### config.mk
export PLATFORM = sky130hd
export DESIGN_NAME = display_capture
export DESIGN_NICKNAME = d
export VERILOG_FILES = /design/src/rtl/display_capture.sv
export SDC_FILE = /design/constraint.sdc
export NUM_CORES = 1
export LEC_CHECK = 0
export ABC_AREA = 1
export CORE_ASPECT_RATIO = 0.6
export CORE_UTILIZATION = 30
export DETAILED_ROUTE_END_ITERATION = 7
export HOLD_SLACK_MARGIN = 0.12
export MAX_ROUTING_LAYER = met4
export PLACE_DENSITY = 0.46
export RECOVER_POWER = 25
export SYNTH_ARGS = -nofsm -noshare
export SYNTH_HDL_FRONTEND = slang
export SYNTH_SLANG_ARGS = --single-unit
### constraint.sdc
create_clock -name clock -period 4.73 [get_ports clock]
set_input_delay 0.946 -clock clock [delete_from_list [all_inputs] [get_ports clock]]
set_output_delay 0.946 -clock clock [all_outputs]
set_load 0.005 [all_outputs]
### src/rtl/display_capture.sv
// display_capture: passive monitor for the 8-digit multiplexed 7-segment bus.
// Samples each scanned digit once its lines have been stable, decodes the
// glyph back to a nibble plus dot, and publishes a 16-bit value when all
// four right-hand digits have been seen. Also raises sticky protocol flags
// and a stale level when frames stop arriving.
module display_capture #(
  parameter int unsigned SETTLE = 4,
  parameter int unsigned TO_W   = 20
) (
  input  logic        clock,
  input  logic        resetn,
  input  logic [7:0]  digit,
  input  logic [7:0]  segment,
  output logic [15:0] value,
  output logic [3:0]  dots,
  output logic        frame_valid,
  output logic        changed,
  output logic        bad_pattern,
  output logic        multi_err,
  output logic        upper_err,
  output logic        stale
);

  typedef enum logic [1:0] {S_IDLE, S_SETTLE, S_HELD} state_t;

  localparam logic [3:0] CNT_MAX = 4'(SETTLE);
  localparam logic [3:0] CNT_HIT = 4'(SETTLE - 1);

  state_t          state, state_nx;
  logic [7:0]      dig_q, seg_q, dig_p, seg_p;
  logic [3:0]      cnt, cnt_nx;
  logic [3:0]      seen;
  logic [3:0][3:0] slot_nib;
  logic [3:0]      slot_dot;
  logic [TO_W-1:0] tcnt;

  logic       dig_chg, seg_chg, sample;
  logic [7:0] low;
  logic       lo_sel, up_sel, many;
  logic [1:0] idx;
  logic [3:0] dec_nib;
  logic       dec_ok;
  logic       complete;

  // Active-high a..g (a = MSB) to hex nibble; bit 4 flags a legal glyph.
  function automatic logic [4:0] decode7(input logic [6:0] act);
    case (act)
      7'h7E: decode7 = 5'h10;
      7'h30: decode7 = 5'h11;
      7'h6D: decode7 = 5'h12;
      7'h79: decode7 = 5'h13;
      7'h33: decode7 = 5'h14;
      7'h5B: decode7 = 5'h15;
      7'h5F: decode7 = 5'h16;
      7'h70: decode7 = 5'h17;
      7'h7F: decode7 = 5'h18;
      7'h7B: decode7 = 5'h19;
      7'h77: decode7 = 5'h1A;
      7'h1F: decode7 = 5'h1B;
      7'h4E: decode7 = 5'h1C;
      7'h3D: decode7 = 5'h1D;
      7'h4F: decode7 = 5'h1E;
      7'h47: decode7 = 5'h1F;
      default: decode7 = 5'h00;
    endcase
  endfunction

  // Input sync stage plus previous-cycle copies for change detection.
  always_ff @(posedge clock or negedge resetn) begin
    if (!resetn) begin
      dig_q <= '1;
      seg_q <= '1;
      dig_p <= '1;
      seg_p <= '1;
    end else begin
      dig_q <= digit;
      seg_q <= segment;
      dig_p <= dig_q;
      seg_p <= seg_q;
    end
  end

  // Stability counter and FSM state register.
  always_ff @(posedge clock or negedge resetn) begin
    if (!resetn) begin
      cnt   <= '0;
      state <= S_IDLE;
    end else begin
      cnt   <= cnt_nx;
      state <= state_nx;
    end
  end

  // Next-state logic; the sample strobe fires on the cycle the count reaches SETTLE.
  always_comb begin
    state_nx = state;
    sample   = 1'b0;
    dig_chg  = (dig_q != dig_p);
    seg_chg  = (seg_q != seg_p);
    if (dig_chg || seg_chg)  cnt_nx = '0;
    else if (cnt == CNT_MAX) cnt_nx = cnt;
    else                     cnt_nx = cnt + 4'd1;
    case (state)
      S_IDLE: begin
        if (dig_q != 8'hFF) state_nx = S_SETTLE;
      end
      S_SETTLE: begin
        if (dig_q == 8'hFF) begin
          state_nx = S_IDLE;
        end else if (!dig_chg && !seg_chg && cnt == CNT_HIT) begin
          state_nx = S_HELD;
          sample   = 1'b1;
        end
      end
      S_HELD: begin
        if (dig_chg) state_nx = (dig_q == 8'hFF) ? S_IDLE : S_SETTLE;
      end
      default: state_nx = S_IDLE;
    endcase
  end

  // Classify the selected digit lines and decode the held segment pattern.
  always_comb begin
    low    = ~dig_q;
    lo_sel = (low[7:4] == 4'h0) && $onehot(low[3:0]);
    up_sel = (low[3:0] == 4'h0) && $onehot(low[7:4]);
    many   = ($countones(low) > 1);
    idx    = 2'd0;
    for (int unsigned i = 0; i < 4; i++) begin
      if (low[i]) idx = 2'(i);
    end
    {dec_ok, dec_nib} = decode7(~seg_q[7:1]);
    complete = (seen == 4'hF);
  end

  // Capture slots, frame publication, sticky flags and frame timeout.
  always_ff @(posedge clock or negedge resetn) begin
    if (!resetn) begin
      seen        <= '0;
      slot_nib    <= '0;
      slot_dot    <= '0;
      value       <= '0;
      dots        <= '0;
      frame_valid <= 1'b0;
      changed     <= 1'b0;
      bad_pattern <= 1'b0;
      multi_err   <= 1'b0;
      upper_err   <= 1'b0;
      tcnt        <= '0;
    end else begin
      // Completion clears the mask first so a same-cycle sample lands in the new frame.
      if (sample && lo_sel) begin
        slot_nib[idx] <= dec_nib;
        slot_dot[idx] <= ~seg_q[0];
        seen          <= (complete ? 4'h0 : seen) | (4'h1 << idx);
        if (!dec_ok) bad_pattern <= 1'b1;
      end else if (complete) begin
        seen <= '0;
      end
      if (sample && up_sel && (seg_q[7:1] != 7'h7F)) upper_err <= 1'b1;
      if (sample && many) multi_err <= 1'b1;
      frame_valid <= complete;
      changed     <= complete && ({slot_nib, slot_dot} != {value, dots});
      if (complete) begin
        value <= slot_nib;
        dots  <= slot_dot;
        tcnt  <= '0;
      end else if (tcnt != '1) begin
        tcnt <= tcnt + TO_W'(1);
      end
    end
  end

  assign stale = (tcnt == '1);

endmodule

==> impl_metrics.ini <==
[logic_synthesis]
synth_top_cells_by_area = dfrtp_1, dfstp_2, nand2_1
ys_seq_area_share_pct = 50.52
synthTopCellsByCount = nand2_1, dfrtp_1, inv_1
syn-instance-count = 637
synth_seq_cells = 107
syn-num-nets = 672
synth_area_leader_cell = dfrtp_1
synth-compound-area-share_pct = 4.885
synth_fa_ha_area_share_pct = 4.652
yosys_warnings = 0
synthMuxAreaShare_pct = 0
synth_top_family_by_area = simple AND/OR/NAND/NOR gates
synth_edf_count = 0
avgSynthCellArea_um2 = 8.444
yosysMostFrequentCell = nand2_1
synthSimpleGateAreaFrac_pct = 29.80
synth_cell_type_count = 38
synthXorXnorAreaFrac_pct = 3.582
yosys.area.top_type_share_pct = 34.89
ys.flop_type = dfrtp_1
synthesis.area_um2 = 5379
synthArstFlopShare_pct = 100.0

[global_routing]
grt_pass1_vias = 3982
overflow = 0
gr-usage-all-layers_pct = 15.20
grt_antenna_before_repair = 0
grt_max_degree = 47
grt_pass1_wl_um = 21190

[clock_tree]
clock_path_buffers = 2
cts-htree-levels = 3
ctsRootBufferMaster = clkbuf_16
cts_buffers = 9
clk_pin_slew_ns = 0.07
tritoncts = yes
clock_latency_ns = 0.35
cts_resized = 0
cts_hold_buf = 0
cts_sinks = 107
cts_setup_buffers = 0

[route]
drc = 0
dr.pass1.iters = 5
vias = 4165
drt-total-wl_um = 12650
drt_iter0_drc = 326
vias_per_cell = 4.508
wl_per_cell_um = 13.69
ant_nets = 0

[floorplanning]
core_area_um2 = 17310
die_width_um = 174.9
start_util_pct = 31.07
io_pins = 44
fp.dieH_um = 105.7
rows = 37
fp.dieArea_um2 = 18490

[critical_path]
crit_type = reg -> reg
cp.buffers_inverters = 2
worst_ep_arrival_time_ns = 3.37
critical-path-slowest-cell = dfstp_1
cpMostUsedCell = fa_1
worstPathMaxFanout = 6
cp-end-kind = flop
cpPeakStageDelay_ns = 0.64
required_ns = 4.96
crit_path_cell_trace = fa_1 -> inv_1 -> fa_1 -> fa_1 -> ha_1 -> inv_1 -> fa_1 -> nand2_1 -> nor2_1 -> o21bai_1
path_delay_family = adder cells
crit_path_start_kind = flop

[timing]
slew_headroom_pct = -76.05
rsz0062_at_grt = false
hold_violations = 0
slew_viol_final = 47
fin_crit_ns = 3.133
finalSetupViolCount = 0
max_freq_mhz = 319.2
timing.final.crit_share_pct = 66.24
setup_tns_ns = 0
tightest_slew_ns = 2.641
skew_ns = 0.007448

[final_layout]
drive_above_1_share_pct = 8.551
fin_nets = 720
antenna_cells = 0
fin_area_um2 = 6367
synthToLayoutAreaGrowth_pct = 18.38

[place]
dpl.hpwl_um = 9395
routabilityCongestion = 0.8781
portBuffers = 43
post_dp_cell_area_um2 = 6077

[run_status]
violations = max-capacitance violations, max-slew violations
status = finished, violations left

[pwr]
max-vdd-ir-drop_v = 0.0001578
p_per_area_nw_per_um2 = 287.4
p_leak_nw = 3.014

[job]
cap_violations = 1

[worst_hold_path]
hp-class = reg -> reg
-- registers in the layout (all words and copies together) (netlist names) --
signal	cells
tcnt	20
slot_nib	16
value	16
dig_p	8
dig_q	8
seg_p	8
seg_q	8
cnt	4
dots	4
seen	4
slot_dot	4
state	2
bad_pattern	1
changed	1
frame_valid	1
multi_err	1
upper_err	1
-- placed cells by master, fill, tap and decap left out, types with 3 or more instances in the layout --
cell type / instances
nand4_1: 31
clkdlybuf4s50_1: 30
nand3_1: 27
nor2_1: 52
nand3b_1: 3
nand2_1: 203
dfrtp_1: 75
dlygate4sd3_1: 12
ha_1: 12
dfstp_1: 16
nand4_2: 4
xnor2_1: 18
xor2_1: 4
inv_1: 72
or2_2: 4
a21oi_1: 8
a31oi_1: 7
clkinvlp_4: 3
buf_4: 4
clkbuf_16: 9
o21ai_0: 19
o21ai_1: 6
fa_1: 5
inv_2: 8
nor4_1: 4
dfstp_2: 16
nor3_1: 15
-- layer usage --
| metal | vias up | share of wire [%] | track usage, % |
|---|---|---|---|
| met5 | - | 0 | - |
| met4 | 0 | 1.0 | 4.534 |
| met3 | 9 | 4.3 | 3.355 |
| met2 | 85 | 37 | 18.85 |
| met1 | 1935 | 58 | 23.68 |
| li1 | 2136 | - | - |
-- power breakdown --
part | switching (W) | internal [W]
logic | 0.0000771 | 0.0000452
registers | 0.0000162 | 0.000938
clock network | 0.000342 | 0.000411
-- path summary, 6_finish.rpt --
check	from	end	slack (ns)	depth (start not counted)
worst min register to register	seg_q[0]	seg_p[0]	0.39	0
worst min-delay path	seg_q[0]	seg_p[0]	0.39	0
worst max-delay path	dig_q[3]	multi_err	1.60	10
worst max register to register	dig_q[3]	multi_err	1.60	10
max in group asynchronous	resetn	dig_p[0]	1.72	2
min in group asynchronous	resetn	bad_pattern	1.44	1
-- logic make-up after synthesis --
logic type,count (synthesis)
and+or+nand+nor,354
DFF,107
buffers and inverters,90
AOI/OAI and AO/OA,47
xor gates and xnor gates,22
adders and majority gates,17
-- cell type report --
type | count | area [um2]
Fill cell | 1777 | 10950
Sequential cell | 107 | 2718
Multi-Input combinational cell | 440 | 2308
Timing Repair Buffer | 47 | 454.2
Inverter | 80 | 300.3
Tap cell | 234 | 292.8
Clock buffer | 10 | 229.0
Clock inverter | 6 | 65.06
-- stage by stage --
| step | instances | hold WS [ns] | util (%) | total power, W | setup slack [ns] |
|---|---|---|---|---|---|
| finish | 924 | 0.3913 | 36.78 | 0.001830 | 1.597 |
| global route | 924 | 0.4017 | 36.78 | 0.001920 | 1.248 |
| CTS | 924 | 0.3803 | 36.80 | 0.001875 | 1.584 |
| detailed placement | 908 | 0.3699 | 35.10 | 0.001101 | 1.644 |
| global placement | 908 | 0.3678 | 35.10 | 0.001098 | 1.691 |
| floorplan | 637 | 0.3606 | - | 0.001045 | 1.768 |
Note: power is estimated with default switching activity, not from simulation.
==> variant, RTL diff (same flow settings) <==
Add an input register stage for `digit` and `segment`; this delays them by one clock.
--- a/src/rtl/display_capture.sv
+++ b/src/rtl/display_capture.sv
@@ -27,2 +27,10 @@
   localparam logic [3:0] CNT_HIT = 4'(SETTLE - 1);
+
+  logic [7:0] digit_q;
+  logic [7:0] segment_q;
+
+  always_ff @(posedge clock) begin
+    digit_q   <= digit;
+    segment_q <= segment;
+  end
 
@@ -75,4 +83,4 @@
     end else begin
-      dig_q <= digit;
-      seg_q <= segment;
+      dig_q <= digit_q;
+      seg_q <= segment_q;
       dig_p <= dig_q;
Behaviour: not the same (a bounded check fails within 10 cycles, from zero or initial values and one cycle with resetn low).
==> variant against the original RTL <==
The flow still finishes with violations (capacitance limit, slew limit); sequential power rose by 15%; routed wire length grew 7.9%; clock skew up 7.1 ps; cell area rose by 11%; critical path type is now reg2out; final cell count up 5.5%; core utilization is 1.7 points higher; worst setup slack got worse by 340 ps; via count up 7.9%; area after synthesis rose by 7.0%; critical path depth decreased by 2; hold slack worse by 93 ps; sequential cell count is 16 higher; total power increased by 40%; synthesized cell count increased by 4.6%.
==> variant: results (changes against the original RTL) <==
Routability Congestion=0.914 (+4.1%); # Max-Cap Violations=1 (unchanged); largest incremental delay on the critical path=510 ps (-130 ps); leading post-synthesis cells by cell area=dfrtp_1, dfstp_2, nand2_1, dfxtp_1, inv_1; met3 track demand over resource in global routing=4.18% (+0.82 points); Design Power=2.57 mW (+40%); most instantiated cells after synthesis=nand2_1, inv_1, dfrtp_1, nor2_1, nand4_1; Worst IR Drop VDD=0.225 mV (+43%); result of the run=finished with violations; hold path endpoint=dig_q[2]$_DFF_PN1_; last element of the critical path=stale; master of the slowest instance on the critical path=clkdlybuf4s50_1; Slew Viols, Final=60 (+28%); highest net fanout along the worst path=9 (+3); Post-Syn Nets=701 (+4.3%); switching power=0.604 mW (+39%); GRT met2 Usage=20.5% (+1.7 points); share of power burned in registers=42.8% (-9.4 points); WP data arrival=2530 ps (-840 ps); clock insertion delay at the later pin of the skew report=420 ps (+70 ps); metal3 WL=736 um (+37%); routed wl met2=5.24 mm (+12%); fraction of final layout cells sized beyond drive strength 1=10.9% (+2.3 points); total global-route track usage=15.8% (+0.64 points); final net count=757 (+5.1%); failing checks=capacitance limit, slew limit; met1 usage=23.2% (-0.48 points); vias=4493 (+7.9%)
[variant: logic make-up (layout without fill, tap and decap cells)]
family	count (synthesis)	count (layout)	synth area share, %
AOI/OAI and AO/OA	39	39	3.70
xor gates and xnor gates	22	22	3.35
adders and majority gates	17	17	4.35
buffers and inverters	94	163	6.33
DFF	123	123	52.8
and+or+nand+nor	371	371	29.5
[variant: layout make-up]
class | count | area (um^2)
tap | 240 | 300
inverter | 84 | 315
multi-input combinational | 449 | 2350
fill | 1816 | 11300
sequential | 123 | 3040
timing repair buffer | 47 | 454
clock inverter | 13 | 136
clock buffer | 19 | 475
[variant: metrics by stage]
| step | area, um^2 | setup slack, ps | cells |
|---|---|---|---|
| after global placement | 6460 | 1650 | 943 |
| after CTS | 7070 | 1280 | 975 |
| after floorplan | 5750 | 1770 | 666 |
| after detailed placement | 6460 | 1630 | 943 |
| final | 7070 | 1250 | 975 |
| after global routing | 7070 | 620 | 975 |
